### src/rtl/fifo_rd_pkg.sv
// Shared constants and helpers for the FIFO read-side stream adapter.
// Sequence-check feature is enabled by FIFO_RD_STREAM_SEQ_CHECK_EN.
package fifo_rd_pkg;

  localparam int unsigned BufDepthMin = 3;
  localparam int unsigned BufDepthMax = 8;
  localparam int unsigned ErrCntW     = 16;

  // Width of a counter that must hold 0..depth inclusive.
  function automatic int unsigned cnt_width(input int unsigned depth);
    return $clog2(depth + 1);
  endfunction

  // Width of an index into a depth-entry array; never below 1.
  function automatic int unsigned ptr_width(input int unsigned depth);
    return (depth > 1) ? $clog2(depth) : 1;
  endfunction

  // Next expected word of an incrementing sequence, modulo 2^w.
  function automatic logic [63:0] seq_inc(input logic [63:0] v, input int unsigned w);
    logic [63:0] mask;
    mask = (w >= 64) ? '1 : ((64'd1 << w) - 64'd1);
    return (v + 64'd1) & mask;
  endfunction

endpackage

### src/rtl/fifo_rd_ring_buf.sv
// Prefetch ring buffer: storage, wrapping read/write pointers and occupancy count.
module fifo_rd_ring_buf
  import fifo_rd_pkg::*;
#(
  parameter int unsigned WIDTH     = 8,
  parameter int unsigned BUF_DEPTH = 3
) (
  input  logic                              clk,
  input  logic                              rst_n,
  input  logic                              push,
  input  logic [WIDTH-1:0]                  wdata,
  input  logic                              pop,
  output logic [WIDTH-1:0]                  rdata,
  output logic [cnt_width(BUF_DEPTH)-1:0]   count
);

  localparam int unsigned CntW = cnt_width(BUF_DEPTH);
  localparam int unsigned PtrW = ptr_width(BUF_DEPTH);

  logic [WIDTH-1:0] mem_q [BUF_DEPTH];
  logic [PtrW-1:0]  wr_ptr_q, wr_ptr_d;
  logic [PtrW-1:0]  rd_ptr_q, rd_ptr_d;
  logic [CntW-1:0]  count_q, count_d;

  function automatic logic [PtrW-1:0] ptr_inc(input logic [PtrW-1:0] p);
    return (p == PtrW'(BUF_DEPTH - 1)) ? '0 : p + PtrW'(1);
  endfunction

  always_comb begin
    wr_ptr_d = push ? ptr_inc(wr_ptr_q) : wr_ptr_q;
    rd_ptr_d = pop  ? ptr_inc(rd_ptr_q) : rd_ptr_q;
    count_d  = count_q + CntW'(push) - CntW'(pop);
  end

  // Storage is cleared so the head reads as zero straight out of reset.
  always_ff @(posedge clk) begin
    if (!rst_n) begin
      wr_ptr_q <= '0;
      rd_ptr_q <= '0;
      count_q  <= '0;
      for (int i = 0; i < int'(BUF_DEPTH); i++) mem_q[i] <= '0;
    end else begin
      wr_ptr_q <= wr_ptr_d;
      rd_ptr_q <= rd_ptr_d;
      count_q  <= count_d;
      if (push) mem_q[wr_ptr_q] <= wdata;
    end
  end

  assign rdata = mem_q[rd_ptr_q];
  assign count = count_q;

endmodule

### src/rtl/fifo_rd_stream.sv
// FIFO read-port to valid/ready stream adapter with a small prefetch buffer.
// Define FIFO_RD_STREAM_SEQ_CHECK_EN to add the seq_err/err_cnt sequence checker.
module fifo_rd_stream
  import fifo_rd_pkg::*;
#(
  parameter int unsigned WIDTH     = 8,
  parameter int unsigned BUF_DEPTH = 3
) (
  input  logic                              clk,
  input  logic                              rst_n,
  input  logic                              rempty,
  input  logic [WIDTH-1:0]                  rdata,
  output logic                              rinc,
  output logic                              m_valid,
  input  logic                              m_ready,
  output logic [WIDTH-1:0]                  m_data,
  output logic [cnt_width(BUF_DEPTH)-1:0]   level
`ifdef FIFO_RD_STREAM_SEQ_CHECK_EN
  ,
  output logic                              seq_err,
  output logic [ErrCntW-1:0]                err_cnt
`endif
);

  localparam int unsigned CntW = cnt_width(BUF_DEPTH);

  if (BUF_DEPTH < BufDepthMin || BUF_DEPTH > BufDepthMax) begin : g_bad_depth
    $error("fifo_rd_stream: BUF_DEPTH out of range");
  end

  logic            inflight_q, inflight_d;
  logic [CntW-1:0] count;
  logic [CntW:0]   occupancy;
  logic            pop;

  // Issue decision uses only registered state and rempty, never m_ready.
  always_comb begin
    occupancy  = {1'b0, count} + (CntW + 1)'(inflight_q);
    rinc       = rst_n & ~rempty & (occupancy < (CntW + 1)'(BUF_DEPTH));
    inflight_d = rinc & ~rempty;
    m_valid    = (count != '0);
    pop        = m_valid & m_ready;
  end

  always_ff @(posedge clk) begin
    if (!rst_n) inflight_q <= 1'b0;
    else        inflight_q <= inflight_d;
  end

  fifo_rd_ring_buf #(
    .WIDTH     (WIDTH),
    .BUF_DEPTH (BUF_DEPTH)
  ) u_ring_buf (
    .clk   (clk),
    .rst_n (rst_n),
    .push  (inflight_q),
    .wdata (rdata),
    .pop   (pop),
    .rdata (m_data),
    .count (count)
  );

  assign level = count;

`ifdef FIFO_RD_STREAM_SEQ_CHECK_EN
  logic               seeded_q;
  logic [WIDTH-1:0]   exp_q;
  logic               seq_err_q;
  logic [ErrCntW-1:0] err_cnt_q;
  logic               mismatch;

  assign mismatch = pop & seeded_q & (m_data != exp_q);

  // Expected value re-syncs to each popped word so one glitch counts once.
  always_ff @(posedge clk) begin
    if (!rst_n) begin
      seeded_q  <= 1'b0;
      exp_q     <= '0;
      seq_err_q <= 1'b0;
      err_cnt_q <= '0;
    end else begin
      if (pop) begin
        seeded_q <= 1'b1;
        exp_q    <= WIDTH'(seq_inc(64'(m_data), WIDTH));
      end
      if (mismatch) begin
        seq_err_q <= 1'b1;
        if (err_cnt_q != '1) err_cnt_q <= err_cnt_q + ErrCntW'(1);
      end
    end
  end

  assign seq_err = seq_err_q;
  assign err_cnt = err_cnt_q;
`endif

endmodule

### config.mk
export PLATFORM = sky130hd
export DESIGN_NAME = fifo_rd_stream
export DESIGN_NICKNAME = d
export VERILOG_FILES = /design/src/rtl/fifo_rd_pkg.sv /design/src/rtl/fifo_rd_ring_buf.sv /design/src/rtl/fifo_rd_stream.sv
export SDC_FILE = /design/constraint.sdc
export NUM_CORES = 1
export LEC_CHECK = 0
export ABC_CLOCK_PERIOD_IN_PS = 1380
export CORE_ASPECT_RATIO = 1.2
export CORE_MARGIN = 2
export CORE_UTILIZATION = 48
export DETAILED_ROUTE_END_ITERATION = 8
export GPL_ROUTABILITY_DRIVEN = 0
export HOLD_SLACK_MARGIN = 0.08
export PLACE_DENSITY = 0.79
export SLEW_MARGIN = 40
export SYNTH_ARGS = -nofsm -noshare
export SYNTH_HDL_FRONTEND = slang
export SYNTH_SLANG_ARGS = --single-unit
### constraint.sdc
create_clock -name clk -period 1.38 [get_ports clk]
set_input_delay 0.138 -clock clk [delete_from_list [all_inputs] [get_ports clk]]
set_output_delay 0.138 -clock clk [all_outputs]
set_load 0.01 [all_outputs]
* Yosys cells after proc, flatten, opt, wreduce, memory -nomap -nowiden
Memories as Yosys holds them, arrays and structs flattened. A register that Yosys moved wholly into a read port is not among the register bits.
Cells that the tools add are included.
** Storage, ports and cells
- Register bits :: 7
- Bits in writable memories :: 24
- Bits of input ports :: 12
- Word-level logic and storage cells :: 31
- Memories kept :: 1
** Memory list
- u_ring_buf.mem_q :: words 3, width 8, rd ports 1, clocked after memory_dff 1, wr ports 3, line fifo_rd_ring_buf.sv:20 : logic [WIDTH-1:0] mem_q [BUF_DEPTH];
** Cells by class
- Add/subtract/negate cells :: 5
- Order comparisons :: 1
- Eq/ne operators :: 2
- Muxes and demuxes :: 11
- Bitwise gates (word level) :: 5
- Reductions and logical operators :: 2
** Operators by type and width (count)
- $mux W2 :: 5
- $mux W8 :: 1
- $reduce_or A8 Y1 :: 1
- $mux W1 :: 5
- $add A2 B1 Y2 const B :: 2
- $and A1 B1 Y1 :: 4
- $eq A2 B2 Y1 const B :: 2
- $add A2 B1 Y3 :: 1
- $lt A3 B2 Y1 const B :: 1
- $add A2 B1 Y2 :: 1
- $reduce_bool A2 Y1 :: 1
- $sub A2 B1 Y2 :: 1
- $not A1 Y1 :: 1

* Depth between registers and ports, before layout
Gate-level depths: netlist of the first run.
- Word-level depth :: 5
- Depth in mapped cells :: 5
- Depth with buffers taken out :: 5

* Cells and area by module
From an unflattened synthesis of the first run, not the netlist that was laid out.
** Second synthesis, totals
- Cells, all modules :: 111
- Area total of the unflattened synthesis :: 1770.4 um^2
** By module, submodules not included
- fifo_rd_ring_buf :: times used 1, cells each 103, area each 1684.1 um^2, sequential area each 1121.1 um^2
- fifo_rd_stream :: times used 1, cells each 8, area each 86.3 um^2, sequential area each 20.0 um^2

* Worst setup path after synthesis of the first run
OpenSTA, ideal clock, no wires.
- Path type :: flip-flop to output port
- Start :: reg u_ring_buf.count_q[0], in the netlist u_ring_buf.count[0]
- End :: out rinc
- Arrival :: 1563 ps
- Data required time :: 1242 ps
- Path slack :: -321 ps
- Stages on the path, launching flop included :: 4
- Cell sequence :: dfxtp_1 -> ha_1 -> ha_1 -> a2111oi_0
** On the way
- Longest elaborated chain between the ends :: 3
** Ends and longest elaborated chain
- start: declaration :: line fifo_rd_ring_buf.sv:23 : logic [CntW-1:0] count_q, count_d;
- start signal: assignment :: line fifo_rd_ring_buf.sv:45 : count_q <= count_d;
- $add A2 B1 Y3 :: line fifo_rd_stream.sv:38 : occupancy = {1'b0, count} + (CntW + 1)'(inflight_q);
- $lt A3 B2 Y1 :: line fifo_rd_stream.sv:39 : rinc = rst_n & ~rempty & (occupancy < (CntW + 1)'(BUF_DEPTH));
- $and A1 B1 Y1 :: line fifo_rd_stream.sv:39
- end: declaration :: line fifo_rd_stream.sv:13 : output logic rinc,
No other way between the ends.

* Final worst setup path of the first run
Same ends and word-level chain as after synthesis.

==> results of run 1 <==
[Yosys cell counts, drive strengths merged, types with 2 or more instances]
master    n  area (µm²)
edfxtp   32         961
and2     26         163
dfxtp     9         180
mux4      8         180
nand2     6        22.5
o21ai     6        33.8
nor2      5        18.8
a21oi     4        20.0
nand2b    4        25.0
buf       3        16.3
ha        3        37.5
inv       3        11.3
a2111oi   2        17.5
mux2i     2        20.0
[state kept, by name, summed over array words and instances (netlist names), named ones only]
signal / flops
u_ring_buf.wr_ptr_q: 2
u_ring_buf.count: 2
inflight_q: 1
u_ring_buf.rd_ptr_q: 2
u_ring_buf.mem_q: 32
[layout by cell type, fill, tap and decap left out, types with 2 or more instances in the layout]
cell,n
buf_6,3
edfxtp_1,32
a21oi_1,4
o21ai_0,2
clkbuf_8,5
nand2b_1,3
nor2_1,2
nand2_1,6
clkdlybuf4s50_1,11
dfxtp_1,6
ha_4,2
dlygate4sd2_1,2
inv_1,3
buf_12,2
and2_1,26
o21ai_2,3
nor2_2,3
mux2i_1,2
dfxtp_2,3
mux4_2,8
buf_4,11
buf_2,7
[power by group through the flow]
stage / combinational, mW / clock, mW / sequential [mW]
global route: 0.283 / 1.01 / 1.40
global placement: 0.255 / 0 / 1.42
finish: 0.262 / 0.940 / 1.39
CTS: 0.250 / 0.954 / 1.39
detailed placement: 0.265 / 0 / 1.42
floorplan: 0.114 / 0 / 1.42
[layer usage]
metal  wire length (µm)  up-vias
met1               1240      525
li1                   -      512
met2               1850       34
met3                144        9
met4                103        0
met5                  0        -
[path summary, 6_finish.rpt]
path / start / end / slack, ns / cells past startpoint
max: u_ring_buf.count[0] / rinc / -0.24 / 4
min: rdata[2] / u_ring_buf.mem_q[3][2] / 0.47 / 1
max reg2reg: inflight_q / u_ring_buf.mem_q[0][4] / 0.11 / 4
min reg2reg: u_ring_buf.rd_ptr_q[0] / register / 0.51 / 2
[stage by stage]
step	area [µm²]	power [mW]	hold WS [ns]	cells
2_1_floorplan	1750	1.53	0.221	117
3_3_place_gp	2130	1.67	0.468	187
3_5_place_dp	2130	1.68	0.489	187
4_1_cts	2230	2.60	0.463	195
5_1_grt	2260	2.69	0.466	195
6_report	2260	2.60	0.472	195
[worst max-delay path, stage by stage (launching register included)]
cell	delay [ns]
dfxtp_2	0.35
ha_4	0.17
ha_4	0.22
a2111oi_4	0.28
buf_2	0.18
[timing repair]
item / in CTS / in global routing
endpoints found under the setup margin: 20 / 31
setup buffers: 0 / 0
pin swaps: 2 / 0
gates resized for setup: 52 / 8
[cell families after synthesis]
kind of cell,count (synthesis)
multiplexers,11
adder cells (fa/ha/maj),3
buffers and inverters,6
flip-flops,41
AO/OA/AOI/OAI,12
AND/OR/NAND/NOR,44
[final cells by class]
| cell class | instances | area (µm²) | area share, % |
|---|---|---|---|
| sequential | 41 | 1140 | 50.6 |
| multi-input combinational | 70 | 632 | 27.9 |
| timing repair buffer | 36 | 319 | 14.1 |
| clock buffer | 5 | 68.8 | 3.04 |
| tap | 37 | 46.3 | 2.05 |
| clock inverter | 3 | 41.3 | 1.82 |
| inverter | 3 | 11.3 | 0.498 |
==> summary.txt, run 1 <==
Cells and area
  • P&R area growth vs syn: 30.1%
  • Fill cells: 256
  • Ant diodes: 0
  • Final Util: 66.7%
  • # nets final: 172
  • Share of cells above drive strength 1: 33.5%

Yosys
  • Cell Area, Synth: 1740 µm²
  • Post-synth ARST share: 0%
  • Synth Area in Simple Gates: 14.4%
  • Cells after Synth: 117
  • Mux contribution to synthesized area: 12.2%
  • Synthesized flop and latch total: 41
  • EDFF count, synth: 32
  • Synth Area in XOR/XNOR: 0%
  • Yosys warns: 0
  • Yosys cell types: 21
  • Adder-Cell Fraction of Synth Area: 2.16%
  • Primary FF master, synth: edfxtp_1
  • Avg Inst Size Synth: 14.9 µm²
  • Register area share after synthesis: 65.6%
  • Synthesized Nets: 132
  • Compound-Gate Fraction of Synth Area: 4.10%
  • Main combinational cell family by area after synthesis: simple AND/OR/NAND/NOR gates

Status
  • Run status: complete, but fails checks
  • Failing checks: design-rule violations, negative setup slack

Pwr
  • P_leak: 0.851 nW
  • Internal Power: 2.05 mW
  • Switching power: 544 µW
  • Clk pwr share: 36.2%
  • Sequential power share: 53.7%
  • Sw frac: 21.0%
  • PD cells: 1150 nW/µm²
  • Max VDD drop: 0.691 mV
  • Logic pwr share: 10.1%

Global routing
  • Global-route usage over all layers: 18.1%
  • Largest net degree at the start of global routing: 14
  • Gr ovfl total: 0
  • M1 GR Usage: 17.7%
  • GR peak layer: met2
  • Vias in the first global route: 1072
  • M3 GR Usage: 6.48%
  • First-pass GRT wire length: 5.22 mm
  • M2 GR Usage: 32.0%
  • Initial antenna violation count: 0

Worst setup path
  • CP startpoint kind: register
  • Data required, critical path: 1.24 ns
  • Critical path arrival: 1.49 ns
  • Crit Path Max Fanout: 2
  • Worst setup EP type: output port
  • Crit path kind: reg -> out

Timing
  • Worst slew margin: 77.3%
  • Hold Vio Cnt, Final: 0
  • Period utilisation layout: 118%
  • Worst-case clock skew: 0.00622 ns
  • Setup violations, final: 9
  • Top achievable clock speed: 616 MHz
  • RSZ-0062 raised after global routing: yes
  • Setup ws final: -0.244 ns
  • Min Clock Period, post-route: 1.62 ns
  • Total negative slack: -1.61 ns
  • Worst slew pin tran: 0.332 ns
  • Fin. max-slew vios: 0

Die
  • Die Ht: 69.9 µm
  • Die X: 59.0 µm
  • Initial Utilization: 51.2%
  • IO Count: 24
  • Area of the die: 4120 µm²
  • Rows: 23
  • Core area: 3400 µm²

Clock network
  • Clock slew at reported path FFs: 0.08 ns
  • CTS Buf Count: 5
  • Clk Latency, worst-skew pair: 0.29 ns
  • Clk sinks: 41
  • Root buf cell: clkbuf_8
  • CTS tree: yes
  • Clock Path Buffers: 2
  • CTS Hold Bufs: 0
  • H-tree depth: 2

Route
  • Routed WL: 3.33 mm
  • Routed Antenna Nets: 0
  • Drt wl/cell: 17.1 µm
  • DRT iter0 DRCs: 21
  • Avg Vias per Cell: 5.54
  • DRC Markers: 3
  • DR pass1 iterations: 8
  • Routed vias: 1080

Run
  • MaxCap Viol Count: 0

Place
  • Hpwl dp: 2.33 mm
  • IO Port Bufs: 23
  • Worst slack, placed: -0.575 ns

Worst hold path
  • Worst Hold Class: in -> reg
No activity file was read; power rests on OpenSTA's default activity.
==> inputs of run 2 (changes only) <==
--- a/config.mk
+++ b/config.mk
@@ -5,10 +5,10 @@
 export SDC_FILE = /design/constraint.sdc
 export NUM_CORES = 1
 export LEC_CHECK = 0
-export ABC_CLOCK_PERIOD_IN_PS = 1380
+export ABC_CLOCK_PERIOD_IN_PS = 2100
 export CORE_ASPECT_RATIO = 1.2
 export CORE_MARGIN = 2
-export CORE_UTILIZATION = 48
+export CORE_UTILIZATION = 50
 export DETAILED_ROUTE_END_ITERATION = 8
 export GPL_ROUTABILITY_DRIVEN = 0
 export HOLD_SLACK_MARGIN = 0.08
==> constraint.sdc (replaced) <==
create_clock -name clk -period 2.1 [get_ports clk]
set_input_delay 0.21 -clock clk [delete_from_list [all_inputs] [get_ports clk]]
set_output_delay 0.21 -clock clk [all_outputs]
set_load 0.01 [all_outputs]
==> run 2 against run 1 <==
Compared with the run above:
- the flow now finishes without violations
- sequential cell count unchanged
- global-route usage is 0.35 points higher
- design area is 3.4% lower
- largest cell class unchanged
- clock skew fell by 0.0021 ns
- utilization decreased by 1.1 points
- sequential share of layout area up 1.6 points
- combinational power decreased by 37%
- die area down 3.8%
- highest routed layer unchanged
- total power fell by 35%
- critical path depth decreased by 1
- register-to-register slack improved by 0.34 ns
- first-iteration DRC count is 33% higher
==> summary.txt, run 2 (same netlist as run 1, synthesis figures left out) <==
Place
  • Hpwl dp: 2.24 mm
  • IO Port Bufs: 23
  • Placed cells: 183

Cells and area
  • Most common cell after layout, fill and taps aside: edfxtp_1
  • Ant diodes: 0
  • Max reg flops: 32
  • Fill cells: 260
  • Commonest cells after routing, fill and taps aside: edfxtp_1 (32), and2_1 (26), clkdlybuf4s50_1 (22), dfxtp_1 (9)
  • Register with the most flip-flops: u_ring_buf.mem_q
  • Sequential cell area: 1140 µm²
  • Multi-input gate area: 572 µm²
  • # nets final: 168
  • P&R area growth vs syn: 25.8%
  • Post-route insts no fill: 191
  • Share of cells above drive strength 1: 18.2%

Pwr
  • Internal Power: 1.34 mW
  • P_leak: 0.807 nW
  • Sequential power share: 54.3%
  • Total power: 1.69 mW
  • Max VDD drop: 0.738 mV
  • Switching power: 349 µW
  • Sw frac: 20.7%
  • PD cells: 771 nW/µm²
  • Logic pwr share: 9.8%
  • Clk pwr share: 36.0%

Die
  • Initial Utilization: 52.1%
  • Die X: 57.8 µm
  • IO Count: 24
  • Rows: 23
  • Core area: 3340 µm²
  • Die Ht: 68.6 µm
  • Area of the die: 3970 µm²

Timing
  • Worst-case clock skew: 0.00409 ns
  • Min Clock Period, post-route: 2.00 ns
  • Hold Vio Cnt, Final: 0
  • Worst slew margin: 59.3%
  • Setup violations, final: 0
  • Fin. max-slew vios: 0
  • Worst slew pin tran: 0.607 ns
  • Top achievable clock speed: 499 MHz
  • Period utilisation layout: 95.4%

Worst setup path
  • Worst setup EP type: output port
  • CP startpoint kind: register
  • CP max stage delay: 0.52 ns
  • Buf/Inv on CP: 2
  • Crit Path Max Fanout: 8
  • Critical path arrival: 1.79 ns
  • Reg2reg end: u_ring_buf.mem_q[0][4]
  • Reg2Reg Setup Slack: 0.45 ns
  • Critical path's top delay family: buffers and inverters
  • FF-to-FF Start: inflight_q
  • Crit path kind: reg -> out
  • FF-to-FF path depth: 4
  • CP cell instances: buf_6 -> mux4_2 -> clkdlybuf4s50_1
  • Critical-path top delay cell: mux4_2
  • Data required, critical path: 1.89 ns

Clock network
  • CTS Hold Bufs: 0
  • CTS tree: yes
  • Post-CTS setup buffers: 0
  • Clock slew at reported path FFs: 0.07 ns
  • Clk Latency, worst-skew pair: 0.29 ns
  • CTS Buf Count: 5
  • Root buf cell: clkbuf_8
  • H-tree depth: 2
  • Clock Path Buffers: 2
  • Clk sinks: 41

Global routing
  • First-pass GRT wire length: 5.06 mm
  • Initial antenna violation count: 0
  • Largest net degree at the start of global routing: 14
  • Vias in the first global route: 1135
  • Global-route usage over all layers: 18.4%
  • Gr ovfl total: 0

Route
  • Avg Vias per Cell: 5.62
  • Routed WL: 3.19 mm
  • Routed vias: 1073
  • DR pass1 iterations: 4
  • Routed Antenna Nets: 0
  • DRC Markers: 0
  • Drt wl/cell: 16.7 µm
  • DRT iter0 DRCs: 28

Status
  • Run status: finished clean

Worst hold path
  • Hold Crit Start: rempty
  • Worst Hold Class: in -> reg
  • Hold path depth: 2
  • Worst Hold Endpoint: inflight_q

Run
  • MaxCap Viol Count: 0
==> run 2: cell type report <==
type	count	area share, %
sequential	41	52.2
multi-input combinational	70	26.1
timing repair buffer	32	13.8
clock buffer	7	4.92
tap	37	2.12
inverter	3	0.515
clock inverter	1	0.343
==> run 2: worst max path at each step <==
stage,depth (start not counted),endpoint,start,slack [ns]
after global routing,4,rinc,u_ring_buf.count[0],-0.007
final,3,m_data[6],register,0.1
after global placement,4,rinc,u_ring_buf.count[0],0.12
after CTS,3,m_data[6],register,0.04
after detailed placement,4,rinc,u_ring_buf.count[0],0.09
after floorplan,3,rinc,u_ring_buf.count[0],0.33
==> run 2: through the flow <==
step           hold slack, ns  utilization (%)  setup TNS [ns]  setup WS (ns)  instance area, µm²
2_1_floorplan           0.293                -               0          0.327                1740
3_3_place_gp            0.471             61.9               0          0.124                2070
3_5_place_dp            0.492             61.9               0         0.0859                2070
4_1_cts                 0.492             65.3               0         0.0408                2180
5_1_grt                 0.516             65.5        -0.00651       -0.00651                2190
6_report                0.495             65.5               0         0.0975                2190
==> run 2: worst register-to-register path: cells and delay by family, from the launching register on <==
family / cells / cell delay (ns)
and+or+nand+nor: 1 / 0.12
DFF: 1 / 0.34
buffers and inverters: 2 / 0.39
AOI/OAI and AO/OA: 1 / 0.52
==> run 2: per-layer routing <==
layer	track usage (%)	wire [µm]
met1	16.0	1190
met2	36.4	1760
met5	0	0
met3	7.46	188
met4	8.14	55
==> run 2: power by group through the flow <==
stage	Sequential, mW	Clock, mW	Combinational (mW)
after floorplan	0.932	0	0.0731
after global placement	0.931	0	0.158
after detailed placement	0.933	0	0.164
after CTS	0.915	0.613	0.164
after global routing	0.917	0.651	0.177
final	0.915	0.606	0.164
==> run 2: repair_timing <==
item,in CTS,in global routing
resized for setup,1,3
endpoints found under the hold margin,0,0
endpoints found under the setup margin,1,6
==> inputs of run 3 (changes only) <==
--- a/config.mk
+++ b/config.mk
@@ -5,10 +5,10 @@
 export SDC_FILE = /design/constraint.sdc
 export NUM_CORES = 1
 export LEC_CHECK = 0
-export ABC_CLOCK_PERIOD_IN_PS = 2100
+export ABC_CLOCK_PERIOD_IN_PS = 1700
 export CORE_ASPECT_RATIO = 1.2
 export CORE_MARGIN = 2
-export CORE_UTILIZATION = 50
+export CORE_UTILIZATION = 48
 export DETAILED_ROUTE_END_ITERATION = 8
 export GPL_ROUTABILITY_DRIVEN = 0
 export HOLD_SLACK_MARGIN = 0.08
==> constraint.sdc (replaced) <==
create_clock -name clk -period 1.7 [get_ports clk]
set_input_delay 0.17 -clock clk [delete_from_list [all_inputs] [get_ports clk]]
set_output_delay 0.17 -clock clk [all_outputs]
set_load 0.01 [all_outputs]
==> run 3 against run 2 <==
Compared with the run above:
- clock-buffer cell count stayed put
- sequential power up 23%
- highest routed layer unchanged
- via count shrank 1.4%
==> summary.txt, run 3 (same netlist as run 1, synthesis figures left out) <==
Timing
  • Worst slew margin: 76.1%
  • Worst-case clock skew: 0.00693 ns
  • Worst slew pin tran: 0.349 ns
  • Fin. max-slew vios: 0
  • Hold Vio Cnt, Final: 0
  • RSZ-0062 raised after global routing: no
  • Min Clock Period, post-route: 1.62 ns
  • Period utilisation layout: 95.2%
  • Setup violations, final: 0
  • Top achievable clock speed: 618 MHz

Die
  • Area of the die: 4120 µm²
  • IO Count: 24
  • Die Ht: 69.9 µm
  • Die X: 59.0 µm
  • Initial Utilization: 51.2%
  • Core area: 3400 µm²
  • Rows: 23

Clock network
  • Clk sinks: 41
  • CTS tree: yes
  • Clock Path Buffers: 2
  • Post-CTS setup buffers: 0
  • H-tree depth: 2
  • Clk Latency, worst-skew pair: 0.28 ns
  • CTS Buf Count: 5
  • Clock slew at reported path FFs: 0.07 ns
  • Root buf cell: clkbuf_8

Worst setup path
  • Crit Path Max Fanout: 2
  • Worst setup EP type: output port
  • CP cell instances: ha_2 -> ha_4 -> a2111oi_4 -> buf_2
  • Critical path's top delay family: adder cells
  • CP max stage delay: 0.32 ns
  • Crit path kind: reg -> out
  • Data required, critical path: 1.53 ns
  • Buf/Inv on CP: 1
  • Critical path arrival: 1.45 ns
  • Critical-path top delay cell: dfxtp_2
  • CP startpoint kind: register

Route
  • DRT iter0 DRCs: 42
  • Routed vias: 1058
  • DRC Markers: 0
  • Met1 WL: 1.14 mm
  • Met2 WL: 1.85 mm
  • Drt wl/cell: 16.0 µm
  • Top Layer Used: met4
  • Routed Antenna Nets: 0
  • DR pass1 iterations: 4
  • Avg Vias per Cell: 5.37
  • Routed WL: 3.15 mm
  • Metal3 WL: 116 µm

Status
  • Run status: finished clean

Place
  • Hpwl dp: 2.30 mm
  • Post-DP Area: 2140 µm²
  • IO Port Bufs: 23

Worst hold path
  • Worst Hold Class: reg -> reg

Global routing
  • Initial antenna violation count: 0
  • Vias in the first global route: 1143
  • Global-route usage over all layers: 17.3%
  • Gr ovfl total: 0
  • First-pass GRT wire length: 5.13 mm
  • Largest net degree at the start of global routing: 14

Pwr
  • Switching power: 407 µW
  • P_leak: 0.857 nW
  • Internal Power: 1.55 mW
  • Logic pwr share: 10.0%
  • PD cells: 882 nW/µm²
  • Clk pwr share: 32.4%
  • Sw frac: 20.7%
  • Total power: 1.96 mW
  • Max VDD drop: 0.473 mV
  • Sequential power share: 57.7%

Cells and area
  • Share of cells above drive strength 1: 30.0%
  • Max reg flops: 32
  • Commonest cells after routing, fill and taps aside: edfxtp_1 (32), and2_1 (26), clkdlybuf4s50_1 (13), buf_4 (13), mux4_2 (8)
  • Ant diodes: 0
  • Final Util: 65.5%
  • Fill cells: 255
  • Final instance area: 2220 µm²
  • Most common cell after layout, fill and taps aside: edfxtp_1
  • P&R area growth vs syn: 27.9%
  • # nets final: 174
  • Register with the most flip-flops: u_ring_buf.mem_q

Run
  • MaxCap Viol Count: 0
==> run 3: cell types whose count changed in the layout (fill, tap and decap cells not counted), sizes merged <==
cell and change:
dlymetal6s2s +1, inv +1, clkinvlp -1, buf +9, clkbuf +6, clkdlybuf4s15 -1
clkdlybuf4s50 -9
==> run 3: routing by layer <==
metal / vias up / GRT usage [%]
li1: 515 / -
met1: 514 / 18.0
met2: 25 / 32.2
met3: 4 / 3.70
met4: 0 / 7.07
met5: - / 0
==> run 3: area by class of cell <==
cell class	instances	area, µm²	share of cell area [%]
Inverter	3	11.3	0.506
Multi-Input combinational cell	70	604	27.2
Clock inverter	1	6.26	0.281
Tap cell	37	46.3	2.08
Clock buffer	7	86.3	3.88
Timing Repair Buffer	38	325	14.6
Sequential cell	41	1140	51.5
==> run 3: stage by stage <==
| stage | TNS, ns | setup slack [ns] | std cells | hold slack, ns |
|---|---|---|---|---|
| after CTS | 0 | 0.00531 | 197 | 0.486 |
| after floorplan | 0 | 0.0740 | 117 | 0.253 |
| after global placement | -0.204 | -0.204 | 189 | 0.468 |
| after detailed placement | -0.259 | -0.259 | 189 | 0.479 |
| after global routing | 0 | 0.00264 | 197 | 0.520 |
| final | 0 | 0.0813 | 197 | 0.499 |
==> run 3: worst paths after layout <==
check                         startpoint                      to  slack [ns]  depth (start not counted)
hold / removal    u_ring_buf.rd_ptr_q[0]  u_ring_buf.rd_ptr_q[0]        0.50                          2
setup / recovery              inflight_q                    rinc        0.08                          4
hold reg to reg   u_ring_buf.rd_ptr_q[0]  u_ring_buf.rd_ptr_q[0]        0.50                          2
setup reg to reg              inflight_q  u_ring_buf.mem_q[2][6]        0.42                          4
==> run 3: what timing repair did <==
action	4_1_cts	5_1_grt
resized for setup	28	11
endpoints found under the hold margin	0	0
hold buffers	0	0
endpoints found under the setup margin	9	9
pin swaps	1	1
==> run 3: worst reg2reg max path, stage by stage, from the launching register on <==
cell	delay (ns)
dfxtp_2	0.33
buf_4	0.13
nand2b_1	0.12
o21ai_0	0.21
buf_4	0.21
==> run 3: power groups by stage <==
stage | logic, mW | registers [mW] | clock network, mW
floorplan | 0.0908 | 1.15 | 0
global placement | 0.203 | 1.15 | 0
detailed placement | 0.209 | 1.15 | 0
CTS | 0.202 | 1.13 | 0.648
global route | 0.212 | 1.13 | 0.686
finish | 0.195 | 1.13 | 0.635
